===== config.mk =====
export PLATFORM = sky130hd
export DESIGN_NAME = dbgreg_mailbox
export DESIGN_NICKNAME = d
export VERILOG_FILES = /design/src/rtl/dbgreg_mailbox.sv
export SDC_FILE = /design/constraint.sdc
export NUM_CORES = 1
export LEC_CHECK = 0
export BUFFER_PORTS_ARGS = -buffer_cell sky130_fd_sc_hd__buf_2
export CAP_MARGIN = 30
export CORE_AREA = 5 5 142 144
export CTS_BUF_LIST = sky130_fd_sc_hd__clkbuf_2
export CTS_CLUSTER_DIAMETER = 30
export CTS_CLUSTER_SIZE = 20
export DETAILED_ROUTE_END_ITERATION = 7
export DIE_AREA = 0 0 147 149
export HOLD_SLACK_MARGIN = 0.1
export PLACE_DENSITY = 0.88
export SYNTH_ARGS = -nofsm -noshare
export SYNTH_HDL_FRONTEND = slang
export SYNTH_SLANG_ARGS = --single-unit

===== constraint.sdc =====
create_clock -name clk -period 6.9 [get_ports clk]
set_input_delay 0.345 -clock clk [delete_from_list [all_inputs] [get_ports clk]]
set_output_delay 0.345 -clock clk [all_outputs]
set_load 0.01 [all_outputs]

===== src/rtl/dbgreg_mailbox.sv =====
// JTAG debug-register mailbox: filtered 33-bit FIFO of DR words drained over a simple CPU bus.
// Optional overflow drop counter at addr 3 is compiled in with `define DBGREG_OVFCNT_EN.
`timescale 1ns/1ps
module dbgreg_mailbox #(
    parameter int DEPTH = 8
) (
    input  logic        clk,
    input  logic        rst,
    input  logic [31:0] dbgreg_in,
    input  logic        dbgreg_sel,
    input  logic        dbgreg_strobe,
    input  logic [1:0]  addr,
    input  logic [31:0] data_in,
    input  logic        wen,
    input  logic        ren,
    output logic [31:0] data_out,
    output logic        ready,
    output logic        irq
);
    localparam int AW = $clog2(DEPTH);
    localparam logic [AW:0] FULL_CNT = (AW+1)'(DEPTH);

    logic [32:0] mem [DEPTH];
    logic [AW:0] wptr, rptr, count;
    logic [32:0] head;
    logic        empty, full;
    logic        ovf, irq_en, filt_en, filt_val;
    logic        req_wen;
    logic [1:0]  req_addr;
    logic [3:0]  req_bits;
    logic        accept, pop, flush, push, drop;
    logic        wr_status, wr_ctrl, wr_ovfcnt;
    logic [31:0] status, ctrl_rd, ovfcnt_rd, rdata;
    logic        unused_bits;

    assign unused_bits = ^data_in[31:4];

    assign count = wptr - rptr;
    assign empty = (count == '0);
    assign full  = (count == FULL_CNT);
    assign head  = mem[rptr[AW-1:0]];

    // Bus actions take effect at the end of the ready cycle, so a pop there can
    // coincide with a strobe and make room for it.
    assign pop       = ready && !req_wen && (req_addr == 2'd0) && !empty;
    assign wr_status = ready && req_wen && (req_addr == 2'd1);
    assign wr_ctrl   = ready && req_wen && (req_addr == 2'd2);
    assign wr_ovfcnt = ready && req_wen && (req_addr == 2'd3);
    assign flush     = wr_ctrl && req_bits[1];

    assign accept = dbgreg_strobe && (!filt_en || (dbgreg_sel == filt_val));
    assign push   = accept && !flush && (!full || pop);
    assign drop   = accept && !flush && full && !pop;

    assign status  = {17'b0, 7'(count), 4'b0, (!empty && head[32]), ovf, full, !empty};
    assign ctrl_rd = {28'b0, filt_val, filt_en, 1'b0, irq_en};

`ifdef DBGREG_OVFCNT_EN
    logic [15:0] ovfcnt;

    always_ff @(posedge clk) begin
        if (rst)
            ovfcnt <= '0;
        else if (wr_ovfcnt)
            ovfcnt <= '0;
        else if (drop && (ovfcnt != 16'hFFFF))
            ovfcnt <= ovfcnt + 16'd1;
    end

    assign ovfcnt_rd = {16'b0, ovfcnt};
`else
    logic unused_ovfcnt;
    assign unused_ovfcnt = wr_ovfcnt;
    assign ovfcnt_rd     = 32'b0;
`endif

    always_comb begin
        rdata = 32'b0;
        case (req_addr)
            2'd0:    rdata = empty ? 32'b0 : head[31:0];
            2'd1:    rdata = status;
            2'd2:    rdata = ctrl_rd;
            default: rdata = ovfcnt_rd;
        endcase
    end

    assign data_out = (ready && !req_wen) ? rdata : 32'b0;

    always_ff @(posedge clk) begin
        if (push)
            mem[wptr[AW-1:0]] <= {dbgreg_sel, dbgreg_in};
    end

    always_ff @(posedge clk) begin
        if (rst) begin
            wptr     <= '0;
            rptr     <= '0;
            ovf      <= 1'b0;
            irq_en   <= 1'b0;
            filt_en  <= 1'b0;
            filt_val <= 1'b0;
            ready    <= 1'b0;
            req_wen  <= 1'b0;
            req_addr <= 2'd0;
            req_bits <= 4'd0;
            irq      <= 1'b0;
        end else begin
            // A request is only captured while idle; ready is never high twice in a row.
            if (!ready && (wen || ren)) begin
                ready    <= 1'b1;
                req_wen  <= wen;
                req_addr <= addr;
                req_bits <= data_in[3:0];
            end else begin
                ready <= 1'b0;
            end

            if (flush)
                rptr <= wptr;
            else if (pop)
                rptr <= rptr + 1'b1;

            if (push)
                wptr <= wptr + 1'b1;

            if (wr_ctrl) begin
                irq_en   <= req_bits[0];
                filt_en  <= req_bits[2];
                filt_val <= req_bits[3];
            end

            if (drop)
                ovf <= 1'b1;
            else if (wr_status && req_bits[2])
                ovf <= 1'b0;

            irq <= irq_en && (!empty || ovf);
        end
    end
endmodule


### Word level (Yosys, flattened, before mapping)

Memory sizes are Yosys's and may differ from the RTL's. A register that Yosys moved wholly into a read port is not among the register bits.
Cells that the tools add are included.

* $mul: 0
* bitwise gates (word level): 0
* magnitude comparators: 0
* equality and inequality tests: 4
* shift operators: 0
* multiplexer cells: 12
* $add $sub $neg: 3
* divide/modulo/power cells: 0
* reduce and logical (&&, ||, !) cells: 31

Operator list (count)
* $pmux 32 s3: 1
* $mux 32: 2
* $logic_and 1x1->1: 16
* $add 4x1->4 const B: 2
* $mux 4: 2
* $logic_not 1->1: 7
* $mux 3: 2
* $mux 1: 5
* $eq 4x4->1 const B: 1
* $logic_not 4->1: 1
* $logic_or 1x1->1: 4
* $reduce_bool 2->1: 2
* $sub 4x4->4: 1
* $eq 2x1->1 const B: 1
* $eq 2x2->1 const B: 1
* $logic_not 2->1: 1
* $eq 1x1->1: 1

* ROM bits: 0
* output and inout port bits: 34
* memories kept: 1
* logic and storage cells: 62
* register bits: 21
* bits in latches: 0
* bits in writable memories: 264

Memory list
* mem: depth 8, width 33, read ports 1, clocked after memory_dff 1, write ports 1, RTL line 23 `logic [32:0] mem [DEPTH];`

### Depth between registers and ports, before layout

Gate-level depths: netlist of run 1.

* word-level depth: 8
* depth in mapped cells: 12
* depth with buffers taken out: 9

### Worst setup path before layout of run 1

No wires, ideal clock.

* kind: register -> register
* start point: register wptr[0]
* end point: memory mem[1][0], enable pin
* library setup time: 0.518 ns
* data arrival time: 5.336 ns
* data required time: 6.382 ns
* stages on the path, launching flop included: 10
* period minus slack after synthesis: 5.854 ns
* path buffers: 1
* path slack: 1.046 ns
* cell sequence: dfxtp_1 > inv_1 > ha_1 > inv_1 > fa_1 > xnor2_1 > and3_1 > clkbuf_1 > a31oi_2 > nor4b_1

* word-level cells in the longest chain between the ends: 8
* elaborated cells between the ends (all ways): 10
* those cells by class: add/sub: 1; eq/ne: 1; mux: 2; reduce/logical: 6

Ends and longest elaborated chain
* from (decl): RTL line 24 `logic [AW:0] wptr, rptr, count;`
* from (signal assigned): RTL line 124 `wptr <= wptr + 1'b1;`
* $sub 4x4->4: RTL line 38 `assign count = wptr - rptr;`
* $logic_not 4->1: RTL line 39 `assign empty = (count == '0);`
* $logic_not 1->1: RTL line 45 `assign pop = ready && !req_wen && (req_addr == 2'd0) && !empty;`
* $logic_and 1x1->1: RTL line 45
* $logic_or 1x1->1: RTL line 52 `assign push = accept && !flush && (!full || pop);`
* $logic_and 1x1->1: RTL line 52
* $mux 1: RTL line 90 `if (push)`
* $mux 1 (not written as such): RTL line 91 `mem[wptr[AW-1:0]] <= {dbgreg_sel, dbgreg_in};`
* to (decl): RTL line 23

Parallel ways exist; a longest one is shown, timed or not.

### Worst setup path after layout of run 1

* start point: register wptr[0]
* end point: output port data_out[1]

* word-level cells in the longest chain between the ends: 5
* elaborated cells between the ends (all ways): 6
* those cells by class: add/sub: 1; eq/ne: 1; mux: 3; reduce/logical: 1

Ends and longest elaborated chain
* $sub 4x4->4 (*): RTL line 38
* $logic_not 4->1: RTL line 39
* $mux 32: RTL line 80 `2'd0: rdata = empty ? 32'b0 : head[31:0];`
* $pmux 32 s3 (*): RTL line 79 `case (req_addr)`
* $mux 32 (*): RTL line 87 `assign data_out = (ready && !req_wen) ? rdata : 32'b0;`
* to (decl): RTL line 16 `output logic [31:0] data_out,`

Every way passes the cells marked *; elsewhere a longest branch is shown, timed or not.

==> metrics.cfg, run 1 <==
[synthesis]
syn_nets=647
synthDistinctLibCells=47
yosysMostFrequentCell=edfxtp_1
ys_seq_area_share_pct=74.6
yosys-top-cells-count=edfxtp_1, mux4_2, nor2_1
syn_avg_cell_area_um2=19.8
ys.flop_type=edfxtp_1
synthTopCellsByArea=edfxtp_1, mux4_2, dfxtp_1, mux2i_1, nor2_1
synthCells=569
yosysTopAreaCellShare_pct=70.4
synthArstFlopShare_pct=0
ys_seq_elements=288
synth_top_area_cell=edfxtp_1
synth_area_um2=11300
yosys_warnings=0
synth_edf_count=264

[sta]
finalSetupViolCount=0
tightest_slew_ns=0.914
final-hold-violation-count=0
slew_violations=0
rsz0062_at_grt=no
skew_ns=0.0687
period_share_pct=59.6
setup_slack_ns=2.79
tns_ns=0
max_freq_mhz=243
timing.slew.headroom_pct=39.0
hold_ws_ns=0.301
finalCriticalPeriod_ns=4.11

[drt]
route.final.wire_length_mm=22.9
routedWlPerCell_um=22.9
ant_nets=0
route.detailed.drc=0
vias_per_cell=5.96
vias=5974
drt_iter0_markers=463
drtPass1Iterations=5

[layout]
fin_area_um2=13200
nets=812
drive_gt1_share_pct=32.8
multi_input_area_um2=2730
area_delta_synth_final_pct=17.0
final_cells=1003
n_fill_cell=1059
final_core_util_pct=71.0
register_area_um2=8410

[global_route]
grt-ovfl-total=0
grt_pass1_vias=6367
grt_max_degree=65
antenna_found_initial=1
grt_pass1_wl_mm=35.8
grtUsageTotal_pct=21.4

[power]
total_power_mw=3.56
ir_worst_vdd_uv=198
power_density_nw_per_um2=270
p_leak_nw=4.41

[clock_network]
clkSinkCount=288
root_buffer=clkbuf_2
htreeDepth=2
clockBufferDepth=3
cts_tree=yes
clk_latency_ns=0.85
cts_buffers=43
clkTransAtPathRegs_ns=0.18

[critical_path]
cpMostUsedCell=inv_1
slowest_stage=dfxtp_1
crit_end=data_out[1]
cp_top_family=buffers and inverters
reg2regPathDepth=7
worstSetupEndpointType=output pin
r2r_end=mem[5][15]
path_cells=inv_1 -> ha_1 -> inv_1 -> fa_1 -> xnor2_1 -> and3_1 -> a31o_1 -> buf_4 -> nor2_1 -> a41o_1 -> buf_2
critical_path_buf_inv_count=4
r2r-start=wptr[2]
arrival_ns=3.77
path_depth=11
cp-start-kind=flop
r2r_slack_ns=3.62
cp.required_ns=6.55
crit_start=wptr[0]
critPathKind=flop to output pin
path_max_fanout=37
slowest_delay_ns=0.43

[placement]
port_buffers=77
pre_cts_slack_ns=3.64
place_area_um2=12000
place_hpwl_mm=13.2
placedCellCount=865
gpl.final_weighted_congestion=0.855

[floorplan]
die_y_um=149
initial_utilization_pct=60.6
ios=106
fp-row-count=50
core_um2=18600
die_w_um=147
dieArea_um2=21900

[outcome]
status=completed

[worst_hold_path]
hold_path.class=input pin to flop

[job]
cap_violations=0

layout make-up:
cell class	count	share of cell area, %
sequential	288	63.8
clock inverter	32	2.52
antenna	1	0.0190
timing repair buffer	149	8.75
inverter	8	0.228
tap	234	2.22
clock buffer	47	1.78
multi-input combinational	244	20.7
what timing repair did:
item	in CTS	in global routing
endpoints found under the hold margin	288	0
buffers inserted	0	0
resized for setup	0	0
hold buffers	58	0
state kept, by name, summed over array words and instances (netlist names), named ones only:
name,cells
req_addr,2
req_wen,1
irq_en,1
filt_val,1
wptr,4
req_bits,4
filt_en,1
ovf,1
rptr,4
ready,1
irq,1
mem,264
per-layer routing:
layer / share of wire [%] / global-route usage, %
met1: 40 / 28.4
met2: 52 / 36.6
met4: 1.4 / 5.64
met5: 0 / 0
met3: 7.0 / 4.65
cells in the final DEF (no fill, tap or decap), drive strengths merged, types with 3 or more instances in the layout:
cell / instances
a21oi: 8
a31oi: 3
and4b: 3
buf: 91
bufinv: 5
clkbuf: 47
clkinv: 15
clkinvlp: 6
dfxtp: 24
dlygate4sd3: 58
edfxtp: 264
ha: 5
inv: 14
mux2: 3
mux2i: 37
mux4: 66
nand2: 21
nand2b: 3
nand3: 4
nand4: 3
nor2: 42
nor2b: 5
o21ai: 3
o22ai: 5
or3: 4
xor2: 3
power by group:
| group | switching (mW) | internal [mW] | leakage, nW |
|---|---|---|---|
| clock network | 0.646 | 0.418 | 0.350 |
| logic | 0.245 | 0.220 | 1.47 |
| registers | 0.0369 | 1.99 | 2.59 |
| total | 0.928 | 2.63 | 4.41 |
how the worst min path moves through the flow:
stage	from	to	slack, ns	cells past startpoint
final	dbgreg_in[30]	mem[6][30]	0.30	2
after global routing	dbgreg_in[5]	mem[3][5]	0.25	2
after CTS	dbgreg_in[30]	mem[6][30]	0.23	2
after detailed placement	req_bits[3]	req_bits[3]	0.45	2
after global placement	req_bits[3]	req_bits[3]	0.45	2
after floorplan	req_bits[0]	req_bits[0]	0.44	2
logic make-up after synthesis:
| group | count (synthesis) | synth area share, % |
|---|---|---|
| DFF | 288 | 74.6 |
| muxes | 106 | 16.8 |
| and+or+nand+nor | 97 | 4.19 |
| buffers and inverters | 37 | 1.42 |
| AOI/OAI and AO/OA | 31 | 1.94 |
| adders and majority gates | 6 | 0.733 |
| xor gates and xnor gates | 4 | 0.311 |
worst reg2reg max path, delay by kind of cell, from the launching register on:
family	cells	cell delay (ns)
AOI/OAI and AO/OA	2	0.70
adders and majority gates	1	0.34
buffers and inverters	1	0.26
DFF	1	0.59
and+or+nand+nor	3	1.09
No activity file was read; power rests on OpenSTA's default activity.
==> run 2: changes to the inputs <==
CORE_AREA = 5 5 150 152   (was 5 5 142 144)
DIE_AREA = 0 0 155 157   (was 0 0 147 149)
PLACE_DENSITY = 0.83   (was 0.88)
clock period = 3.3 ns   (was 6.9 ns; I/O delays follow)
==> run 2 against run 1 <==
Net effect: via count increased by 5.2%; sequential share of layout area decreased by 4.2 points; worst setup slack got worse by 2.7 ns; non-clock buffer count increased by 61; register-to-register slack got worse by 3.1 ns; count of clock-buffer cells in the layout increased by 1; flip-flop and latch count unchanged; wire length increased by 9.3%; critical path depth unchanged; largest cell class unchanged.
==> metrics.cfg, run 2 (synthesis results as in run 1) <==
[power]
total_power_mw=7.84  ; +120%
ir_worst_vdd_uv=429  ; +120%
p_leak_nw=4.76  ; +7.7%
power_density_nw_per_um2=554  ; +110%

[floorplan]
dieArea_um2=24300  ; +11%
fp-row-count=53  ; +6.0%
die_y_um=157  ; +5.4%
initial_utilization_pct=53.9  ; -6.7 points
die_w_um=155  ; +5.4%
ios=106  ; unchanged
core_um2=20900  ; +12%

[clock_network]
htreeDepth=2  ; unchanged
clkTransAtPathRegs_ns=0.17  ; about the same
root_buffer=clkbuf_2
cts_tree=yes
clk_latency_ns=0.90  ; +0.05 ns
clockBufferDepth=3  ; unchanged
cts_buffers=44  ; +2.3%
clkSinkCount=288  ; unchanged

[drt]
drtPass1Iterations=6  ; +1
wl_met3_mm=1.65  ; +2.6%
wl_met1_mm=9.85  ; +7.2%
route.detailed.drc=0  ; unchanged
drt_iter0_markers=449  ; -3.0%
routedWlPerCell_um=22.7  ; -0.90%
route.final.wire_length_mm=25.1  ; +9.3%
vias=6283  ; +5.2%
ant_nets=0  ; unchanged
route.met2.wl_mm=13.1  ; +11%
vias_per_cell=5.68  ; -4.6%
routed.top_layer=met4

[layout]
register_area_um2=8430  ; +0.19%
nets=874  ; +7.6%
drive_gt1_share_pct=37.4  ; +4.6 points
multi_input_area_um2=2900  ; +6.5%
largest_register_ffs=264  ; unchanged
n_fill_cell=1310  ; +24%
final_common_cell=edfxtp_1
final_cells=1106  ; +10%
mostFrequentLayoutCells=edfxtp_1, dlygate4sd3_1, buf_2, mux4_2, clkbuf_2
area_delta_synth_final_pct=25.6
fin_area_um2=14200  ; +7.3%
antenna-diode-count=0  ; -1

[outcome]
status=completed

[critical_path]
cp-start-kind=flop
r2r_slack_ns=0.49  ; -3.13 ns
critical_path_buf_inv_count=6  ; +2
worstSetupEndpointType=output pin
slowest_delay_ns=0.53  ; +0.10 ns
reg2regPathDepth=12  ; +5
path_cells=inv_4 -> ha_4 -> inv_2 -> fa_2 -> inv_2 -> and3_4 -> a31o_4 -> buf_2 -> buf_4 -> nor2_1 -> buf_2
cp.required_ns=3.13  ; -3.42 ns
path_max_fanout=6  ; -84%
arrival_ns=3.06  ; -0.71 ns
r2r-start=wptr[0]
slowest_stage=fa_2
cp_top_family=adder cells
critPathKind=flop to output pin

[sta]
timing.slew.headroom_pct=52.9  ; +14 points
tns_ns=0  ; unchanged
slew_violations=0  ; unchanged
tightest_slew_ns=0.706  ; -0.209 ns
max_freq_mhz=311
finalCriticalPeriod_ns=3.22
skew_ns=0.103  ; +0.0341 ns
finalSetupViolCount=0  ; unchanged
period_share_pct=97.6
hold_ws_ns=0.160  ; -0.141 ns
final-hold-violation-count=0  ; unchanged

[global_route]
grt_pass1_wl_mm=37.9  ; +5.7%
grt_max_degree=28  ; -57%
grt-ovfl-total=0  ; unchanged
grtUsageTotal_pct=20.4  ; -0.95 points
antenna_found_initial=0  ; -1
grt_pass1_vias=6693  ; +5.1%

[worst_hold_path]
hold_end=mem[4][11]
whs_path_depth=2  ; unchanged
min_from=dbgreg_in[11]
hold_path.class=input pin to flop

[placement]
port_buffers=77  ; unchanged
placedCellCount=920  ; +6.4%
place_area_um2=12300  ; +1.9%
gpl.final_weighted_congestion=0.869  ; +1.6%
place_hpwl_mm=13.7  ; +4.3%

[job]
cap_violations=0  ; unchanged

## run 2: cell types whose count changed in the layout (fill, tap and decap cells not counted), sizes merged
cell,previous run,this run
buf,91,114
dlygate4sd3,58,95
bufinv,5,6
inv,14,13
clkinv,15,13
clkbuf,47,49
diode,1,0
clkinvlp,6,9
## run 2: final cells by class
class                           instances  share of cell area [%]
Tap cell                              275                    2.43
Clock buffer                           48                    1.70
Inverter                                8                   0.230
Multi-Input combinational cell        244                    20.5
Clock inverter                         33                    2.75
Timing Repair Buffer                  210                    12.8
Sequential cell                       288                    59.6
## run 2: layer usage
layer  global-route usage (%)  vias to the layer above
met5                        0                        -
li1                         -                     2798
met3                     4.18                       43
met1                     26.2                     3179
met4                     5.80                        0
met2                     35.8                      263
## run 2: through the flow
stage	setup slack, ns	utilization [%]
final	0.0798	67.8
after global routing	-0.0262	67.8
after CTS	0.00822	66.8
after detailed placement	0.233	58.7
after global placement	0.355	58.7
after floorplan	0.0148	-
## run 2: what timing repair did
item | 4_1_cts | 5_1_grt
gates resized for setup | 20 | 29
setup buffers | 4 | 5
endpoints found under the hold margin | 315 | 0
hold buffers | 95 | 0
endpoints found under the setup margin | 32 | 31
pin swaps | 4 | 3
gates cloned | 0 | 1
## run 2: report_power, final
part	internal [mW]	total, mW	leakage (nW)	switching [mW]
combinational	0.604	1.21	1.79	0.601
sequential	4.16	4.25	2.60	0.0861
clock	0.977	2.39	0.364	1.41
total	5.74	7.84	4.76	2.10
## run 2: worst reg2reg max path, cell delays in order (launching register included)
cell and delay [ns]:
dfxtp_4 0.38, inv_4 0.08, ha_4 0.14, inv_2 0.04, fa_2 0.53, inv_2 0.05, and3_4 0.17, a31o_4 0.24
buf_2 0.17, buf_4 0.14, buf_4 0.15, or3_1 0.30, a311oi_1 0.31
## run 2: worst max-delay path by stage
| stage | from | to | slack (ns) | cells after the start |
|---|---|---|---|---|
| after floorplan | wptr[1] | mem[1][0] | 0.01 | 6 |
| after CTS | rptr[1] | data_out[3] | 0.008 | 9 |
| final | wptr[0] | data_out[12] | 0.08 | 11 |
| after global routing | wptr[0] | data_out[0] | -0.03 | 11 |
| after detailed placement | wptr[0] | data_out[1] | 0.23 | 10 |
| after global placement | wptr[0] | data_out[1] | 0.35 | 10 |
==> run 3: changes to the inputs <==
SETUP_SLACK_MARGIN = 0.5   (was default)
==> run 3 against run 2 <==
Net effect: sequential power hardly changed; die area is the same; worst hold slack better by 0.020 ns; count of clock-buffer cells in the layout rose by 5; first-iteration DRC count shrank 0.89%; clock power hardly changed; clock skew is 0.00080 ns higher; total power is 1.7% higher; worst setup slack better by 0.14 ns; critical path type unchanged; critical endpoint is now data_out[25].
==> metrics.cfg, run 3 (synthesis results as in run 1) <==
[critical_path]
worstSetupEndpointType=output pin
cp-start-kind=flop
critPathKind=flop to output pin
cp.required_ns=3.13  ; about the same
arrival_ns=2.91  ; -0.15 ns
path_max_fanout=9  ; +3

[power]
pwr-share-seq_pct=53.0  ; -1.1 points
ir_worst_vdd_uv=427  ; -0.33%
intPower_mw=5.80  ; +1.0%
swShare_pct=27.3  ; +0.48 points
total_power_mw=7.98  ; +1.7%
power_density_nw_per_um2=558  ; +0.63%
clock_power_share_pct=29.9  ; -0.6 points
p_sw_mw=2.18  ; +3.5%
combinationalPowerShare_pct=17.1  ; +1.7 points
p_leak_nw=4.84  ; +1.9%

[drt]
route.final.wire_length_mm=25.2  ; +0.44%
vias=6387  ; +1.7%
vias_per_cell=5.67  ; -0.24%
drtPass1Iterations=5  ; -1
drt_iter0_markers=445  ; -0.89%
routedWlPerCell_um=22.3  ; -1.4%
route.detailed.drc=0  ; unchanged
ant_nets=0  ; unchanged

[sta]
rsz0062_at_grt=yes
hold_ws_ns=0.181  ; +0.0205 ns
finalSetupViolCount=0  ; unchanged
tightest_slew_ns=0.657  ; -0.0488 ns
slew_violations=0  ; unchanged
tns_ns=0  ; unchanged
skew_ns=0.104  ; +0.000802 ns
period_share_pct=93.3  ; -4.3 points
final-hold-violation-count=0  ; unchanged
max_freq_mhz=325  ; +4.6%
timing.slew.headroom_pct=56.1  ; +3.2 points
finalCriticalPeriod_ns=3.08  ; -0.142 ns
setup_slack_ns=0.222  ; +0.142 ns

[floorplan]
core_um2=20900  ; unchanged
dieArea_um2=24300  ; unchanged
die_w_um=155  ; unchanged
ios=106  ; unchanged
fp-row-count=53  ; unchanged
die_y_um=157  ; unchanged
initial_utilization_pct=53.9  ; unchanged

[worst_hold_path]
hold_path.class=input pin to flop

[clock_network]
root_buffer=clkbuf_2
clockBufferDepth=3  ; unchanged
clkSinkCount=288  ; unchanged
cts_tree=yes
clk_latency_ns=0.87  ; -0.03 ns
clkTransAtPathRegs_ns=0.16  ; about the same
htreeDepth=2  ; unchanged
cts_buffers=47  ; +6.8%

[layout]
fin_area_um2=14300  ; +1.1%
area_delta_synth_final_pct=27.0
nets=892  ; +2.1%
largest_register_ffs=264  ; unchanged
final_core_util_pct=68.5  ; +0.71 points
antenna-diode-count=0  ; unchanged
drive_gt1_share_pct=40.0  ; +2.6 points
final_cells=1127  ; +1.9%
mostFrequentLayoutCells=edfxtp_1, dlygate4sd3_1, buf_2, mux4_2, clkbuf_2
final_common_cell=edfxtp_1
n_fill_cell=1271  ; -3.0%

[placement]
placedCellCount=916  ; -0.43%
port_buffers=77  ; unchanged
place_hpwl_mm=13.4  ; -2.3%
pre_cts_slack_ns=0.415  ; +0.182 ns
gpl.final_weighted_congestion=0.853  ; -1.9%
place_area_um2=12200  ; -0.34%

[outcome]
status=completed

[global_route]
grt_max_degree=34  ; +21%
grt-ovfl-total=0  ; unchanged
antenna_found_initial=0  ; unchanged
grt_pass1_wl_mm=39.1  ; +3.3%
grtUsageTotal_pct=21.2  ; +0.74 points
grt_pass1_vias=6908  ; +3.2%

[job]
cap_violations=0  ; unchanged

[run 3: layout make-up]
cell class / instances / area, um^2 / area share, %
inverter: 8 / 37.5 / 0.262
tap: 275 / 344 / 2.41
clock inverter: 34 / 365 / 2.55
timing repair buffer: 223 / 1880 / 13.1
multi-input combinational: 246 / 2970 / 20.8
clock buffer: 53 / 265 / 1.85
sequential: 288 / 8440 / 59.0
[run 3: critical path: stages, from the launching register on]
cell and delay (ns):
dfxtp_4 0.41, ha_4 0.25, and3b_2 0.23, or3_4 0.42, a31o_4 0.34, buf_8 0.17
nor2_2 0.12, buf_2 0.15
[run 3: metal layers]
metal	routed length (um)	track usage [%]	vias to the layer above
met5	0	0	-
met4	467	6.06	0
met3	1680	4.40	39
met2	13100	36.6	262
met1	9960	27.6	3256
li1	-	-	2830
[run 3: worst paths after layout]
path | start | to | slack (ns) | depth (start not counted)
max | wptr[1] | data_out[25] | 0.22 | 7
min | dbgreg_in[10] | mem[3][10] | 0.18 | 2
max reg2reg | wptr[1] | mem[5][5] | 0.55 | 8
min reg2reg | ovf | ovf | 0.51 | 2
[run 3: power groups by stage]
| stage | combinational (mW) | clock [mW] | sequential (mW) |
|---|---|---|---|
| 5_1_grt | 1.46 | 2.64 | 4.24 |
| 4_1_cts | 1.27 | 2.44 | 4.22 |
| 3_5_place_dp | 0.931 | 0 | 4.35 |
| 6_report | 1.37 | 2.38 | 4.23 |
| 2_1_floorplan | 0.673 | 0 | 4.29 |
| 3_3_place_gp | 0.902 | 0 | 4.34 |
[run 3: repair_timing]
item / 4_1_cts / 5_1_grt
endpoints found under the setup margin: 99 / 45
gates resized for setup: 39 / 23
endpoints found under the hold margin: 315 / 0
pin swaps: 7 / 15
hold buffers: 93 / 0
setup buffers: 23 / 6
gates cloned: 2 / 0
